==> config.mk <==
export PLATFORM = sky130hd
export DESIGN_NAME = multicycle_ctrl
export DESIGN_NICKNAME = d
export VERILOG_FILES = /design/src/rtl/ctrl_pkg.sv /design/src/rtl/opcode_class_dec.sv /design/src/rtl/multicycle_ctrl.sv
export SDC_FILE = /design/constraint.sdc
export NUM_CORES = 1
export LEC_CHECK = 0
export ABC_AREA = 1
export BUFFER_PORTS_ARGS = -buffer_cell sky130_fd_sc_hd__buf_2
export CAP_MARGIN = 40
export CORE_ASPECT_RATIO = 1.2
export CORE_UTILIZATION = 35
export CTS_CLUSTER_SIZE = 25
export DETAILED_ROUTE_END_ITERATION = 10
export GPL_ROUTABILITY_DRIVEN = 0
export GPL_TIMING_DRIVEN = 0
export PLACE_DENSITY = 0.64
export SYNTH_ARGS = -nofsm -noshare
export SYNTH_HDL_FRONTEND = slang
export SYNTH_SLANG_ARGS = --single-unit
==> constraint.sdc <==
create_clock -name clk -period 1.4 [get_ports clk]
set_input_delay 0.28 -clock clk [delete_from_list [all_inputs] [get_ports clk]]
set_output_delay 0.28 -clock clk [all_outputs]
set_load 0.1 [all_outputs]
==> src/rtl/ctrl_pkg.sv <==
// Shared encodings for the multicycle miniRV control path: FSM states,
// RV32I major opcodes, datapath select codes and the instruction-class enum.
package ctrl_pkg;

    localparam logic [2:0] S_FETCH   = 3'd0;
    localparam logic [2:0] S_DECODE  = 3'd1;
    localparam logic [2:0] S_EXECUTE = 3'd2;
    localparam logic [2:0] S_MEM     = 3'd3;
    localparam logic [2:0] S_WB      = 3'd4;
    localparam logic [2:0] S_HALT    = 3'd7;

    localparam logic [6:0] OPC_LOAD   = 7'b0000011;
    localparam logic [6:0] OPC_STORE  = 7'b0100011;
    localparam logic [6:0] OPC_OP_IMM = 7'b0010011;
    localparam logic [6:0] OPC_OP     = 7'b0110011;
    localparam logic [6:0] OPC_LUI    = 7'b0110111;
    localparam logic [6:0] OPC_AUIPC  = 7'b0010111;
    localparam logic [6:0] OPC_BRANCH = 7'b1100011;
    localparam logic [6:0] OPC_JAL    = 7'b1101111;
    localparam logic [6:0] OPC_JALR   = 7'b1100111;

    localparam logic [1:0] PC_SEL_SEQ  = 2'd0;
    localparam logic [1:0] PC_SEL_BR   = 2'd1;
    localparam logic [1:0] PC_SEL_JALR = 2'd2;

    localparam logic [1:0] WB_SEL_ALU = 2'd0;
    localparam logic [1:0] WB_SEL_MDR = 2'd1;
    localparam logic [1:0] WB_SEL_PC  = 2'd2;

    typedef enum logic [2:0] {
        CLS_LOAD,
        CLS_STORE,
        CLS_ALU,
        CLS_UPPER,
        CLS_BRANCH,
        CLS_JAL,
        CLS_JALR,
        CLS_ILLEGAL
    } instr_class_t;

    function automatic logic is_mem_class(input instr_class_t cls);
        return (cls == CLS_LOAD) || (cls == CLS_STORE);
    endfunction

endpackage

==> src/rtl/opcode_class_dec.sv <==
// Maps the IR major opcode onto the instruction class the sequencer acts on;
// anything outside the supported RV32I subset is ILLEGAL.
module opcode_class_dec
    import ctrl_pkg::*;
(
    input  logic [6:0]   opcode,
    output instr_class_t cls
);

    always_comb begin
        cls = CLS_ILLEGAL;
        case (opcode)
            OPC_LOAD:               cls = CLS_LOAD;
            OPC_STORE:              cls = CLS_STORE;
            OPC_OP_IMM, OPC_OP:     cls = CLS_ALU;
            OPC_LUI, OPC_AUIPC:     cls = CLS_UPPER;
            OPC_BRANCH:             cls = CLS_BRANCH;
            OPC_JAL:                cls = CLS_JAL;
            OPC_JALR:               cls = CLS_JALR;
            default:                cls = CLS_ILLEGAL;
        endcase
    end

endmodule

==> src/rtl/multicycle_ctrl.sv <==
// Multicycle miniRV control FSM: sequences datapath register enables and the
// shared memory handshake, one instruction at a time, with optional memory timeout.
//
//   state   | meaning
//   FETCH   | request instruction at PC; load IR and bump PC on mem_ready
//   DECODE  | latch A/B operands; illegal opcode -> HALT
//   EXECUTE | latch ALU_OUT; branches resolve and retire here
//   MEM     | data request at ALU_OUT; store retires, load fills MDR
//   WB      | register-file write; JAL/JALR redirect PC here
//   HALT    | stopped until rst
module multicycle_ctrl
    import ctrl_pkg::*;
#(
    parameter int MEM_TIMEOUT = 0
) (
    input  logic       clk,
    input  logic       rst,
    input  logic [6:0] opcode,
    input  logic       branch_taken,
    input  logic       mem_ready,
    output logic       mem_req,
    output logic       mem_we,
    output logic       mem_addr_sel,
    output logic       pc_en,
    output logic [1:0] pc_sel,
    output logic       ir_en,
    output logic       ab_en,
    output logic       alu_out_en,
    output logic       mdr_en,
    output logic       rf_we,
    output logic [1:0] wb_sel,
    output logic       instr_retired,
    output logic       halted,
    output logic [2:0] state
);

    localparam int CW = (MEM_TIMEOUT < 2) ? 1 : $clog2(MEM_TIMEOUT + 1);

    logic [2:0]    state_q;
    logic [2:0]    state_nxt;
    logic [CW-1:0] to_cnt;
    logic          mem_wait;
    logic          timeout_hit;
    instr_class_t  cls;

    opcode_class_dec u_dec (
        .opcode (opcode),
        .cls    (cls)
    );

    // Wait cycles are judged on the registered state so the counter does not
    // depend on the reset-gated outputs.
    assign mem_wait    = ((state_q == S_FETCH) || (state_q == S_MEM)) && !mem_ready;
    assign timeout_hit = (MEM_TIMEOUT > 0) && mem_wait && (int'(to_cnt) == MEM_TIMEOUT - 1);

    always_comb begin
        state_nxt     = state_q;
        mem_req       = 1'b0;
        mem_we        = 1'b0;
        mem_addr_sel  = 1'b0;
        pc_en         = 1'b0;
        pc_sel        = PC_SEL_SEQ;
        ir_en         = 1'b0;
        ab_en         = 1'b0;
        alu_out_en    = 1'b0;
        mdr_en        = 1'b0;
        rf_we         = 1'b0;
        wb_sel        = WB_SEL_ALU;
        instr_retired = 1'b0;
        halted        = 1'b0;
        state         = 3'd0;
        if (rst) begin
            state_nxt = S_FETCH;
        end else begin
            state = state_q;
            case (state_q)
                S_FETCH: begin
                    mem_req = 1'b1;
                    if (mem_ready) begin
                        ir_en     = 1'b1;
                        pc_en     = 1'b1;
                        state_nxt = S_DECODE;
                    end else if (timeout_hit) begin
                        state_nxt = S_HALT;
                    end
                end
                S_DECODE: begin
                    ab_en     = 1'b1;
                    state_nxt = (cls == CLS_ILLEGAL) ? S_HALT : S_EXECUTE;
                end
                S_EXECUTE: begin
                    alu_out_en = 1'b1;
                    if (cls == CLS_BRANCH) begin
                        pc_en         = branch_taken;
                        pc_sel        = PC_SEL_BR;
                        instr_retired = 1'b1;
                        state_nxt     = S_FETCH;
                    end else if (is_mem_class(cls)) begin
                        state_nxt = S_MEM;
                    end else begin
                        state_nxt = S_WB;
                    end
                end
                S_MEM: begin
                    mem_req      = 1'b1;
                    mem_addr_sel = 1'b1;
                    mem_we       = (cls == CLS_STORE);
                    if (mem_ready) begin
                        if (cls == CLS_LOAD) begin
                            mdr_en    = 1'b1;
                            state_nxt = S_WB;
                        end else begin
                            instr_retired = 1'b1;
                            state_nxt     = S_FETCH;
                        end
                    end else if (timeout_hit) begin
                        state_nxt = S_HALT;
                    end
                end
                S_WB: begin
                    rf_we         = 1'b1;
                    instr_retired = 1'b1;
                    state_nxt     = S_FETCH;
                    case (cls)
                        CLS_LOAD: wb_sel = WB_SEL_MDR;
                        CLS_JAL: begin
                            wb_sel = WB_SEL_PC;
                            pc_en  = 1'b1;
                            pc_sel = PC_SEL_BR;
                        end
                        CLS_JALR: begin
                            wb_sel = WB_SEL_PC;
                            pc_en  = 1'b1;
                            pc_sel = PC_SEL_JALR;
                        end
                        default: wb_sel = WB_SEL_ALU;
                    endcase
                end
                S_HALT: begin
                    halted = 1'b1;
                end
                default: begin
                    state_nxt = S_HALT;
                end
            endcase
        end
    end

    always_ff @(posedge clk) begin
        if (rst) begin
            state_q <= S_FETCH;
        end else begin
            state_q <= state_nxt;
        end
    end

    always_ff @(posedge clk) begin
        if (rst || (MEM_TIMEOUT == 0) || !mem_wait || (state_nxt != state_q)) begin
            to_cnt <= '0;
        end else begin
            to_cnt <= to_cnt + CW'(1);
        end
    end

endmodule

==> results of run 1 <==
[kinds of logic after synthesis]
family | Yosys count | synth area share (%)
AO/OA/AOI/OAI | 11 | 13.8
buffers and inverters | 21 | 13.4
flip-flops | 3 | 10.2
AND/OR/NAND/NOR | 76 | 62.6
[metrics by stage]
step | instance area (um2) | worst slack [ns] | instances | setup TNS [ns] | hold slack, ns
3_5_place_dp | 1010 | -0.668 | 155 | -4.59 | 0.667
3_3_place_gp | 1010 | -0.600 | 155 | -4.13 | 0.663
2_1_floorplan | 851 | -0.436 | 111 | -3.63 | 0.490
==> results.txt, run 1 <==
Initial Utilization: 39.2%
# port buffers: 27
I/O Pins: 29
syn_area_per_cell: 5.31 um2
gate count after technology mapping: 111
dpl hpwl: 1500 um
worst-case clock buffer depth: 2
Root Buffer: clkbuf_4
top_reg_cell synth: dfxtp_1
top cells by area, synth: nor2_1, nand2_1, dfxtp_1
Stopped at: clock tree synthesis (4_1_cts)
CTS Hold Buffers Added: 0
sequential area share after synthesis: 10.2%
Synth Cell Area: 589 um2
most common cell in the synthesized netlist: nor2_1
most instantiated cells after synthesis: nor2_1, nand2_1, inv_1
placement row count: 15
Seq cells post-synth: 3
H-tree depth reported by CTS: 1
Synth Warn #: 0
total setup buffers inserted after CTS: 29
async set or reset register ratio after synthesis: 0%
status: did not finish
Synth area leader: nor2_1
DIE WIDTH: 39.5 um
CTS Sinks: 3
Die Height: 47.0 um
post-synth cell types: 21
Syn Nets: 122
Synth top area share: 13.4%
clock buffer count from CTS: 3
number of synthesized flops with an enable pin: 0
Post-CTS Resized: 113
error msg: [ERROR DPL-0038] Utilization greater than 100%, impossible to legalize
==> inputs of run 2 (changes only) <==
--- a/config.mk
+++ b/config.mk
@@ -8,13 +8,12 @@
 export ABC_AREA = 1
 export BUFFER_PORTS_ARGS = -buffer_cell sky130_fd_sc_hd__buf_2
 export CAP_MARGIN = 40
-export CORE_ASPECT_RATIO = 1.2
-export CORE_UTILIZATION = 35
-export CTS_CLUSTER_SIZE = 25
+export CORE_AREA = 2 2 63 65
 export DETAILED_ROUTE_END_ITERATION = 10
+export DIE_AREA = 0 0 65 67
 export GPL_ROUTABILITY_DRIVEN = 0
 export GPL_TIMING_DRIVEN = 0
-export PLACE_DENSITY = 0.64
+export PLACE_DENSITY_LB_ADDON = 0.15
 export SYNTH_ARGS = -nofsm -noshare
 export SYNTH_HDL_FRONTEND = slang
 export SYNTH_SLANG_ARGS = --single-unit
==> run 2 against run 1 <==
Effect of this change: synthesized area unchanged; the flow now finishes, with violations (negative setup slack); synthesized cell count unchanged.
==> results.txt, run 2 <==
Fill cells: 366
final hold viol count: 0
H-tree depth reported by CTS: 1 (unchanged)
Die Height: 67 um (+43%)
RSZ-0062 raised after global routing: yes
Setup WS post-layout: -0.402 ns
GRT Total Usage: 10.8%
P per Cell Area: 1510 mW/mm2
hold endpoint: state_q[0]
most frequent cells in the layout: buf_4, nor2_4, nand2_1, buf_12
count of final setup violators: 17
worst reg2reg path endpoint: state_q[1]
dpl hpwl: 1660 um (+10%)
Post-layout nets: 173
Clock Pin Slew Worst Setup and Hold Paths: 0.03 ns
core box area: 0.00361 mm2
placement row count: 22 (+7)
final period utilization: 129%
starting DRC count in detailed routing: 12
max_cap viols: 0
antenna violations before repair: 0
clock buffer count from CTS: 3 (unchanged)
Max Clock Freq: 0.555 GHz
ANT nets after route: 0
CTS Sinks: 3 (unchanged)
post-route total power: 0.00253 W
I/O Pins: 29 (unchanged)
n_diodes: 0
first-pass GRT wire length: 3750 um
worst-case clock buffer depth: 2 (unchanged)
gate count after technology mapping: 111 (unchanged)
CTS tree: yes
Hold Startpoint: mem_ready
via count: 890
Biggest register: state_q
critical-path maximum fanout: 7
failing checks: negative setup slack
Layout Skew: 0.000120 ns
flop-to-flop setup slack: 0.08 ns
crit path kind: flop to output port
post-layout minimum cycle time: 1.80 ns
status: finished, violations left
DRC: 0
static leakage: 0.708 nW
most common cell in the synthesized netlist: nor2_1
Worst R2R Start: state_q[0]
# port buffers: 27 (unchanged)
Routed WL: 2360 um
Synth top area share: 13.4% (unchanged)
sequential area share after synthesis: 10.2% (unchanged)
Max Slew Vio Count: 0
syn_area_per_cell: 5.31 um2 (unchanged)
Synth Warn #: 0 (unchanged)
Core Util, Final: 46.5%
vias in the first global route: 870
most common cell after layout, fill and taps aside: buf_4
top_reg_cell synth: dfxtp_1
number of synthesized flops with an enable pin: 0 (unchanged)
most instantiated cells after synthesis: nor2_1, nand2_1, inv_1
DIE WIDTH: 65 um (+65%)
share of layout cells above drive strength 1: 73.9%
Avg WL per Cell: 11.3 um
Hold Path Class: input pin to flop
synthesis-to-finish area growth: 185%
top cells by area, synth: nor2_1, nand2_1, dfxtp_1
worst path required time: 1.12 ns
pin count of the biggest net entering global routing: 11
grt total ovfl: 0
crit end category: output port
Initial Utilization: 16.3% (-23 points)
worst hold stages: 3
Root Buffer: clkbuf_8
Critical Path Source Type: flop
Synth area leader: nor2_1
Least-Margin Pin Slew: 0.277 ns
post-synth cell types: 21 (unchanged)
DIE AREA: 0.00436 mm2
Largest register FFs: 3
post-DR vias/cell: 4.26
Slew HR: 81.7%
Worst EP arrival: 1.52 ns
largest registers: state_q (3)
Seq cells post-synth: 3 (unchanged)
Synth Cell Area: 589 um2 (unchanged)
Syn Nets: 122 (unchanged)
Initial DRT Pass Iterations: 4
Worst-Skew Late Latency: 0.21 ns
FF-to-FF path depth: 9
VDD IR-drop max: 0.000532 V
async set or reset register ratio after synthesis: 0% (unchanged)
## run 2: cell counts after synthesis
No cell type changed its count.
## run 2: cell type report
type	instances	area (um2)	area share [%]
Tap cell	48	60.1	3.58
Sequential cell	3	71.3	4.25
Clock buffer	4	45.0	2.69
Multi-Input combinational cell	87	810	48.3
Inverter	19	90.1	5.37
Buffer	2	38.8	2.31
Timing Repair Buffer	46	562	33.5
## run 2: cells by family (layout without fill, tap and decap cells)
family          Yosys count  after routing  share of synthesized area (%)
buf+inv                  21             71                           13.4
flops                     3              3                           10.2
compound gates           11             11                           13.8
simple gates             76             76                           62.6
## run 2: worst max path at each step
stage	end	cells after the start	slack, ns	from
3_5_place_dp	wb_sel[1]	9	-0.64	opcode[3]
3_3_place_gp	wb_sel[1]	9	-0.64	opcode[3]
4_1_cts	pc_en	9	-0.44	state_q[1]
5_1_grt	pc_en	8	-0.48	state_q[2]
6_report	pc_sel[0]	7	-0.40	state_q[2]
2_1_floorplan	wb_sel[1]	5	-0.44	state_q[0]
## run 2: power by group
group          total [W]  switching [W]  internal [W]
sequential      0.000261       0.000110      0.000151
clock           0.000252      0.0000574      0.000194
combinational    0.00202        0.00124      0.000780
total            0.00253        0.00141       0.00112
## run 2: what timing repair did
| item | CTS | global route |
|---|---|---|
| hold endpoints to repair | 0 | 0 |
| hold buffers | 0 | 0 |
| setup endpoints to repair | 18 | 16 |
| pin swaps | 16 | 20 |
| buffers inserted | 10 | 10 |
| gates resized for setup | 77 | 36 |
## run 2: through the flow
step,setup TNS [ns],hold WS [ns],cells,setup slack [ns],area (um2)
CTS,-3.50,0.472,200,-0.441,1450
global placement,-4.58,0.690,186,-0.635,1050
detailed placement,-4.64,0.684,186,-0.638,1050
finish,-3.41,0.469,209,-0.402,1680
global route,-4.49,0.500,209,-0.476,1680
floorplan,-3.63,0.490,111,-0.436,851
## run 2: critical path, cell delays in order, from the launching register on
cell and delay, ns:
dfxtp_4 0.38, nor2_4 0.15, inv_2 0.07, nor2_4 0.13
buf_4 0.14, nand3_2 0.09, a21oi_4 0.17, buf_12 0.19
## run 2: routing by layer
metal	wire length, um	vias up	global-route usage, %
met5	0	-	0
met4	18	0	1.60
met3	58	2	0.676
met2	1310	25	20.5
met1	975	406	13.4
li1	-	457	-
No activity file was read; power rests on OpenSTA's default activity.
